## src/rtl/tlc_pkg.sv

```systemverilog
`default_nettype none
// ============================================================================
// Module      : tlc_pkg
// Description : Shared types and default constants for the traffic light
//               controller and its pedestrian front end.
// Revision    : 1.0 - initial release
// ============================================================================
package tlc_pkg;

    typedef enum logic [1:0] {
        IDLE     = 2'd0,
        PENDING  = 2'd1,
        SERVING  = 2'd2,
        COOLDOWN = 2'd3
    } ped_state_t;

    localparam int c_SYNC_STAGES_DEF     = 2;
    localparam int c_DEBOUNCE_CYCLES_DEF = 4;
    localparam int c_WAIT_TIMEOUT_DEF    = 64;
    localparam int c_COOLDOWN_CYCLES_DEF = 16;

endpackage : tlc_pkg
`default_nettype wire

```

## src/rtl/button_debouncer.sv

```systemverilog
`default_nettype none
// ============================================================================
// Module      : button_debouncer
// Description : Synchronises a raw push-button, debounces it and emits a
//               one-cycle pulse on each clean rising edge.
// Revision    : 1.0 - initial release
// ============================================================================
module button_debouncer #(
    parameter int SYNC_STAGES     = 2,
    parameter int DEBOUNCE_CYCLES = 4
) (
    input  logic clk,
    input  logic rst_n,
    input  logic i_button_raw,
    output logic deb_level,
    output logic press
);

    localparam int c_CNT_W = (DEBOUNCE_CYCLES > 1) ? $clog2(DEBOUNCE_CYCLES) : 1;
    localparam logic [c_CNT_W-1:0] c_CNT_LAST = c_CNT_W'(DEBOUNCE_CYCLES - 1);

    logic [SYNC_STAGES-1:0] r_sync;
    logic [c_CNT_W-1:0]     r_cnt;
    logic                   r_deb_level;
    logic                   r_deb_level_d;
    logic                   w_sample;

    assign w_sample = r_sync[SYNC_STAGES-1];

    always_ff @(posedge clk or negedge rst_n) begin
        if (!rst_n) begin
            r_sync        <= '0;
            r_cnt         <= '0;
            r_deb_level   <= 1'b0;
            r_deb_level_d <= 1'b0;
        end else begin
            r_sync        <= {r_sync[SYNC_STAGES-2:0], i_button_raw};
            r_deb_level_d <= r_deb_level;
            // The level only flips after DEBOUNCE_CYCLES consecutive disagreeing samples
            if (w_sample == r_deb_level) begin
                r_cnt <= '0;
            end else if (r_cnt == c_CNT_LAST) begin
                r_deb_level <= ~r_deb_level;
                r_cnt       <= '0;
            end else begin
                r_cnt <= r_cnt + 1'b1;
            end
        end
    end

    assign deb_level = r_deb_level;
    assign press     = r_deb_level & ~r_deb_level_d;

endmodule : button_debouncer
`default_nettype wire

```

## src/rtl/ped_request_conditioner.sv

```systemverilog
`default_nettype none
// ============================================================================
// Module      : ped_request_conditioner
// Description : Turns debounced crosswalk presses into a held request with
//               grant handshake, cooldown, one-deep memo and wait timeout.
// Revision    : 1.0 - initial release
// ============================================================================
module ped_request_conditioner
    import tlc_pkg::*;
#(
    parameter int SYNC_STAGES     = c_SYNC_STAGES_DEF,
    parameter int DEBOUNCE_CYCLES = c_DEBOUNCE_CYCLES_DEF,
    parameter int WAIT_TIMEOUT    = c_WAIT_TIMEOUT_DEF,
    parameter int COOLDOWN_CYCLES = c_COOLDOWN_CYCLES_DEF
) (
    input  logic       clk,
    input  logic       reset,
    input  logic       Button_raw,
    input  logic       Pedestrian_allow,
    output logic       Pedestrian_req,
    output logic       Wait_lamp,
    output logic       Req_timeout,
    output logic [7:0] Served_count
);

    localparam int c_WAIT_W = $clog2(WAIT_TIMEOUT + 1);
    localparam int c_CD_W   = $clog2(COOLDOWN_CYCLES + 1);
    localparam logic [c_WAIT_W-1:0] c_WAIT_LAST = c_WAIT_W'(WAIT_TIMEOUT - 1);
    localparam logic [c_CD_W-1:0]   c_CD_LAST   = c_CD_W'(COOLDOWN_CYCLES - 1);

    ped_state_t          r_state;
    ped_state_t          w_next_state;
    logic                r_memo;
    logic                w_memo_next;
    logic [c_WAIT_W-1:0] r_wait_cnt;
    logic [c_CD_W-1:0]   r_cd_cnt;
    logic                r_req;
    logic                r_lamp;
    logic                r_timeout;
    logic [7:0]          r_served;
    logic                w_press;
    logic                w_unused_deb_level;

    button_debouncer #(
        .SYNC_STAGES     (SYNC_STAGES),
        .DEBOUNCE_CYCLES (DEBOUNCE_CYCLES)
    ) u_debouncer (
        .clk          (clk),
        .rst_n        (reset),
        .i_button_raw (Button_raw),
        .deb_level    (w_unused_deb_level),
        .press        (w_press)
    );

    always_comb begin
        w_next_state = r_state;
        w_memo_next  = r_memo;
        case (r_state)
            IDLE: begin
                if (w_press) w_next_state = PENDING;
            end
            PENDING: begin
                if (Pedestrian_allow) w_next_state = SERVING;
            end
            SERVING: begin
                if (!Pedestrian_allow) w_next_state = COOLDOWN;
                if (w_press) w_memo_next = 1'b1;
            end
            COOLDOWN: begin
                // A press landing on the last cooldown cycle is served directly
                if (r_cd_cnt == c_CD_LAST) begin
                    if (r_memo || w_press) begin
                        w_next_state = PENDING;
                        w_memo_next  = 1'b0;
                    end else begin
                        w_next_state = IDLE;
                    end
                end else if (w_press) begin
                    w_memo_next = 1'b1;
                end
            end
            default: w_next_state = IDLE;
        endcase
    end

    always_ff @(posedge clk or negedge reset) begin
        if (!reset) begin
            r_state    <= IDLE;
            r_memo     <= 1'b0;
            r_wait_cnt <= '0;
            r_cd_cnt   <= '0;
            r_req      <= 1'b0;
            r_lamp     <= 1'b0;
            r_timeout  <= 1'b0;
            r_served   <= '0;
        end else begin
            r_state   <= w_next_state;
            r_memo    <= w_memo_next;
            r_req     <= (w_next_state == PENDING);
            r_lamp    <= (w_next_state == PENDING) | w_memo_next;
            r_timeout <= 1'b0;

            if (r_state == PENDING && w_next_state == PENDING) begin
                if (r_wait_cnt == c_WAIT_LAST) begin
                    r_timeout  <= 1'b1;
                    r_wait_cnt <= '0;
                end else begin
                    r_wait_cnt <= r_wait_cnt + 1'b1;
                end
            end else begin
                r_wait_cnt <= '0;
            end

            if (r_state == COOLDOWN && w_next_state == COOLDOWN) begin
                r_cd_cnt <= r_cd_cnt + 1'b1;
            end else begin
                r_cd_cnt <= '0;
            end

            if (r_state == SERVING && w_next_state == COOLDOWN && r_served != 8'hFF) begin
                r_served <= r_served + 8'd1;
            end
        end
    end

    assign Pedestrian_req = r_req;
    assign Wait_lamp      = r_lamp;
    assign Req_timeout    = r_timeout;
    assign Served_count   = r_served;

endmodule : ped_request_conditioner
`default_nettype wire

```

## config.mk

```make
export PLATFORM = sky130hd
export DESIGN_NAME = ped_request_conditioner
export DESIGN_NICKNAME = d
export VERILOG_FILES = /design/src/rtl/tlc_pkg.sv /design/src/rtl/button_debouncer.sv /design/src/rtl/ped_request_conditioner.sv
export SDC_FILE = /design/constraint.sdc
export NUM_CORES = 1
export LEC_CHECK = 0
export ABC_AREA = 1
export BUFFER_PORTS_ARGS = -buffer_cell sky130_fd_sc_hd__buf_2
export CORE_MARGIN = 2
export CORE_UTILIZATION = 40
export CTS_BUF_LIST = sky130_fd_sc_hd__clkbuf_8
export CTS_CLUSTER_SIZE = 28
export DETAILED_ROUTE_END_ITERATION = 8
export PLACE_DENSITY = 0.57
export SLEW_MARGIN = 40
export SYNTH_ARGS = -nofsm -noshare
export SYNTH_HDL_FRONTEND = slang
export SYNTH_HIERARCHICAL = 1
export SYNTH_SLANG_ARGS = --single-unit
```

## constraint.sdc

```tcl
create_clock -name clk -period 3.3 [get_ports clk]
set_input_delay 0.165 -clock clk [delete_from_list [all_inputs] [get_ports clk]]
set_output_delay 0.165 -clock clk [all_outputs]
set_load 0.03 [all_outputs]
```

==> key figures, run 1 <==
Detailed routing
  • Vias: 1,151
  • Final ANT Viol Nets: 0
  • WL per Instance: 10.2 um
  • Detailed Routing Iterations Pass 1: 4
  • DRC errors left: 0
  • Post-Route WL: 2590 um
  • Vias per cell: 4.51
  • DRT iter0 DRCs: 72

Cells and area
  • Antenna Cells: 0
  • Area growth syn-to-layout: 18.0%
  • Final #Nets: 215
  • Finished Core Util: 0.492
  • Fraction of layout cells with a size suffix above 1: 0.188

Timing
  • Slew HR: 0.537
  • Worst clock skew: 0.00737 ns
  • Max Slew Vio Count: 0
  • Slew of the pin with the lowest slew margin: 0.695 ns
  • Final Setup Violations: 0
  • Fin crit period: 1.44 ns
  • Fin. Hold Viols: 0
  • Setup TNS: 0 ns
  • Unrepaired setup endpoints after global routing: false
  • Period utilization: 0.437
  • FMAX: 693 MHz

Run status
  • Outcome: completed

Synthesis
  • Seq/Total Area, Yosys: 0.521
  • Top-area cell type share of the netlist area: 0.521
  • Post-synth EDFFs: 0
  • Syn Std Cell Area: 1540 um2
  • #FFs+latches synth: 32
  • Most instantiated library cell after synthesis: nand2_1
  • Dominant synthesized flop cell: dfrtp_1
  • Syn Nets: 192
  • Yosys top cell by area: dfrtp_1
  • Ys async rst share: 1.00
  • Synth top area cells: dfrtp_1, nand2_1, nor2_1
  • YS warnings: 6
  • Post-Syn Area per Cell: 8.40 um2
  • Cell count after synthesis: 183
  • Synth cell types: 25
  • Commonest cells in the netlist: nand2_1, dfrtp_1, nor2_1, inv_1, nand3_1

Placement
  • Placer Congestion: 0.730
  • Count of input and output buffers: 14
  • Final HPWL DP: 1890 um

Power
  • Leak: 0.930 nW
  • Final Total Pwr: 1.29 mW
  • Worst VDD drop: 0.379 mV
  • Pwr/cell area: 713 nW/um2

Setup path
  • Worst-path cell chain: ha_1 -> nand2_1 -> nor2_1 -> ha_1 -> nand2_1 -> nand2_1 -> a21oi_1 -> inv_1 -> o21ai_2
  • CP peak stage delay: 0.39 ns
  • CP max FO: 3
  • Cell mode on critical path: nand2_1
  • Crit path arrival time: 1.65 ns
  • Critical Path RT: 3.51 ns
  • Critical path capture point type: register
  • Worst setup path class: register to register
  • Slowest stage cell, crit path: dfrtp_1
  • Startpoint types: register

GRT
  • Vias in the first global route: 1,198
  • GRT Residual Overflow: 0
  • Antenna violations before repair: 0
  • Gr usage total: 0.154
  • Largest net degree at the start of global routing: 33
  • First-pass GRT wire length: 5050 um

Flow run
  • Max-cap violation count: 0

Clocking
  • Clock buffer depth: 2
  • Worst skew pair latency: 0.28 ns
  • Clk root buf: clkbuf_8
  • Post-CTS Setup Bufs: 0
  • CTS tree: built
  • Number of buffers created by CTS: 5
  • Clk slew on worst S/H paths: 0.07 ns
  • H-tree levels: 2
  • Clock Sinks: 32

Floorplan
  • Die W: 66 um
  • DIE HEIGHT: 66 um
  • Ports: 15
  • Core ar.: 3690 um2
  • Initial Util: 0.417
  • Die ar.: 4360 um2
  • Std-Cell Rows: 22

Worst hold path
  • Min-Delay Path Class: input pin to register
kinds of logic (layout without fill, tap and decap cells):
kind of cell	count (synthesis)	in the layout	share of synthesized area
buf+inv	28	52	0.0732
fa+ha+maj	5	5	0.0407
compound gates	7	7	0.0252
flops	32	32	0.521
xor+xnor	5	5	0.0285
simple gates	106	106	0.312
layer usage:
layer	up-vias	routed length (um)	track usage
li1	598	-	-
met1	530	1230	0.183
met2	21	1210	0.246
met3	2	125	0.0579
met4	0	22	0.0689
met5	-	0	0
worst max-delay path: cells and delay by family (launching register included):
kind,cells,cell delay [ns]
flops,1,0.39
fa+ha+maj,2,0.41
simple gates,4,0.24
buf+inv,1,0.07
compound gates,2,0.26
registers in the layout, indices dropped and copies added, names as in the netlist:
signal / count
u_debouncer/r_sync: 2
r_cd_cnt: 5
r_state: 2
u_debouncer/deb_level: 1
u_debouncer/r_cnt: 2
r_wait_cnt: 7
Wait_lamp: 1
Req_timeout: 1
u_debouncer/r_deb_level_d: 1
Served_count: 8
Pedestrian_req: 1
r_memo: 1
worst paths after layout:
path                                             from               endpoint  slack [ns]  cells after the start
worst max-delay path                      r_cd_cnt[0]              Wait_lamp        1.86                      9
worst min-delay path                 Pedestrian_allow          r_wait_cnt[2]        0.23                      4
worst max register to register            r_cd_cnt[0]              Wait_lamp        1.86                      9
worst min register to register  u_debouncer/r_sync[0]  u_debouncer/r_sync[1]        0.35                      0
max in group asynchronous                       reset            r_cd_cnt[1]        2.39                      2
min in group asynchronous                       reset          r_wait_cnt[2]        0.46                      2
what timing repair did:
| item | CTS | global route |
|---|---|---|
| hold buffers | 2 | 0 |
| endpoints found under the hold margin | 33 | 0 |
| gates resized for setup | 0 | 0 |
power by group:
group	total (mW)	switching [mW]	internal [mW]	leakage, nW
clock network	0.406	0.140	0.266	0.0645
logic	0.340	0.223	0.117	0.459
registers	0.547	0.0696	0.478	0.406
total	1.29	0.432	0.861	0.930
stage by stage:
stage | cell area [um2] | std cells | setup WS [ns] | hold slack (ns)
CTS | 1810 | 255 | 1.83 | 0.224
global placement | 1670 | 245 | 1.93 | 0.250
floorplan | 1540 | 183 | 1.89 | -0.131
detailed placement | 1670 | 245 | 1.84 | 0.257
global route | 1810 | 255 | 1.69 | 0.251
finish | 1810 | 255 | 1.86 | 0.234
cell usage in the layout (no fill, tap or decap), drive strengths merged:
cell          n
inv          25
a21oi         1
xor2          2
buf          14
clkbuf        7
nor3b         1
or2           1
nand3        13
dlygate4sd3   2
ha            5
nand2        61
clkinv        3
bufinv        1
nor3          2
xnor2         3
dfrtp        32
o21ai         6
nor2         28
final cells by class:
| class | count | area [um2] |
|---|---|---|
| fillers | 365 | 1870 |
| flip-flops and latches | 32 | 801 |
| multi-input cells | 123 | 624 |
| inverters | 28 | 113 |
| clock buffers | 7 | 96.3 |
| repair buffers | 16 | 90.1 |
| well taps | 48 | 60.1 |
| clock inverters | 1 | 30.0 |
Note: power is estimated with default switching activity, not from simulation.
==> run 2: changes to the inputs <==
==> constraint.sdc (replaced) <==
create_clock -name clk -period 1.5 [get_ports clk]
set_input_delay 0.075 -clock clk [delete_from_list [all_inputs] [get_ports clk]]
set_output_delay 0.075 -clock clk [all_outputs]
set_load 0.03 [all_outputs]
==> key figures, run 2 (synthesis results as in run 1) <==
Detailed routing
  • Final ANT Viol Nets: 0
  • Post-Route WL: 2560 um
  • Vias per cell: 4.56
  • DRC errors left: 0
  • DRT iter0 DRCs: 60
  • Vias: 1,158
  • WL per Instance: 10.1 um
  • Detailed Routing Iterations Pass 1: 4

Setup path
  • Worst setup path class: register to register
  • Worst Setup SP: r_cd_cnt[0]
  • Critical Path RT: 1.69 ns
  • Crit path arrival time: 1.55 ns
  • FF-to-FF path depth: 7
  • Internal reg-to-reg setup slack: 0.14 ns
  • FF-to-FF Start: r_cd_cnt[0]
  • Crit Reg-Reg Endpoint: r_cd_cnt[2]
  • Crit path capture: r_cd_cnt[2]
  • Critical path capture point type: register
  • Startpoint types: register
  • CP max FO: 5

Floorplan
  • Die ar.: 4360 um2
  • Std-Cell Rows: 22
  • Die W: 66 um
  • Ports: 15
  • Core ar.: 3690 um2
  • DIE HEIGHT: 66 um
  • Initial Util: 0.417

Placement
  • Count of input and output buffers: 14
  • Final HPWL DP: 1880 um
  • Placed insts: 245
  • Placer Congestion: 0.730

Timing
  • Slew HR: 0.528
  • Slew of the pin with the lowest slew margin: 0.708 ns
  • Period utilization: 0.910
  • Worst clock skew: 0.00559 ns
  • Setup TNS: 0 ns
  • Fin crit period: 1.36 ns
  • FMAX: 733 MHz
  • Max Slew Vio Count: 0
  • Final Setup Violations: 0
  • Unrepaired setup endpoints after global routing: false
  • Fin. Hold Viols: 0

GRT
  • First-pass GRT wire length: 5000 um
  • Largest net degree at the start of global routing: 33
  • Antenna violations before repair: 0
  • Gr usage total: 0.152
  • GRT Residual Overflow: 0
  • Vias in the first global route: 1,188

Cells and area
  • Commonest non-fill, non-tap cells in the layout: nand2_1, dfrtp_1, nor2_1
  • Non-filler instance count after layout: 254
  • Commonest non-fill, non-tap cell in the layout: nand2_1
  • Number of flip-flops in the largest register: 8
  • Fraction of layout cells with a size suffix above 1: 0.199
  • Final #Nets: 215
  • Antenna Cells: 0
  • Area growth syn-to-layout: 15.5%

Clocking
  • Clock buffer depth: 2
  • Post-CTS Setup Bufs: 0
  • Worst skew pair latency: 0.27 ns
  • Clk root buf: clkbuf_8
  • Clk slew on worst S/H paths: 0.06 ns
  • Number of buffers created by CTS: 5
  • H-tree levels: 2
  • CTS tree: built
  • Clock Sinks: 32

Power
  • Worst VDD drop: 0.775 mV
  • Pwr/cell area: 1440 nW/um2
  • Leak: 0.909 nW

Worst hold path
  • Min-Delay Path Class: input pin to register

Run status
  • Outcome: completed

Flow run
  • Max-cap violation count: 0
==> run 2: critical path, stage by stage, from the launching register on <==
cell and delay (ns):
dfrtp_1 0.40, ha_2 0.19, nand2_1 0.07, nor2_1 0.04, ha_2 0.18, nor2_2 0.10, nand2_2 0.10, nor3b_2 0.20
==> run 2: worst min path at each step <==
stage | depth (start not counted) | startpoint | slack [ns] | endpoint
after CTS | 4 | Pedestrian_allow | 0.14 | r_wait_cnt[2]
after global placement | 1 | reset | 0.16 | r_wait_cnt[2]
after global routing | 3 | Pedestrian_allow | 0.16 | r_state[1]
final | 4 | Pedestrian_allow | 0.15 | r_wait_cnt[2]
after floorplan | 0 | reset | -0.22 | Pedestrian_req
after detailed placement | 1 | reset | 0.17 | r_wait_cnt[2]
==> run 2: per-stage QoR <==
stage | power, mW | utilization | worst slack (ns) | cell area (um2) | hold slack [ns]
2_1_floorplan | 1.77 | - | 0.0929 | 1540 | -0.221
3_3_place_gp | 1.93 | 0.452 | 0.128 | 1670 | 0.160
3_5_place_dp | 1.97 | 0.452 | 0.0480 | 1670 | 0.168
4_1_cts | 2.59 | 0.479 | 0.0368 | 1770 | 0.140
5_1_grt | 2.81 | 0.482 | 0.0138 | 1780 | 0.157
6_report | 2.56 | 0.482 | 0.136 | 1780 | 0.147
==> run 2: layer usage <==
metal	global-route usage	routed length, um	vias to the layer above
met5	0	0	-
met4	0.0689	22	0
met3	0.0528	101	2
met2	0.244	1250	18
met1	0.184	1200	539
li1	-	-	599
==> run 2: power breakdown <==
part | internal, mW | leakage, nW | total [mW] | switching [mW]
registers | 1.05 | 0.406 | 1.21 | 0.154
logic | 0.265 | 0.458 | 0.760 | 0.495
clock network | 0.308 | 0.0452 | 0.592 | 0.284
==> run 2: repair_timing <==
item / in CTS / in global routing
hold endpoints to repair: 33 / 0
resized for setup: 0 / 4
hold buffers: 2 / 0
setup endpoints to repair: 0 / 5
==> run 2: area by class of cell <==
| type | count | area (um2) |
|---|---|---|
| clock buffer | 5 | 68.8 |
| tap | 48 | 60.1 |
| fill | 368 | 1910 |
| inverter | 28 | 113 |
| timing repair buffer | 16 | 90.1 |
| clock inverter | 2 | 8.76 |
| sequential | 32 | 801 |
| multi-input combinational | 123 | 636 |
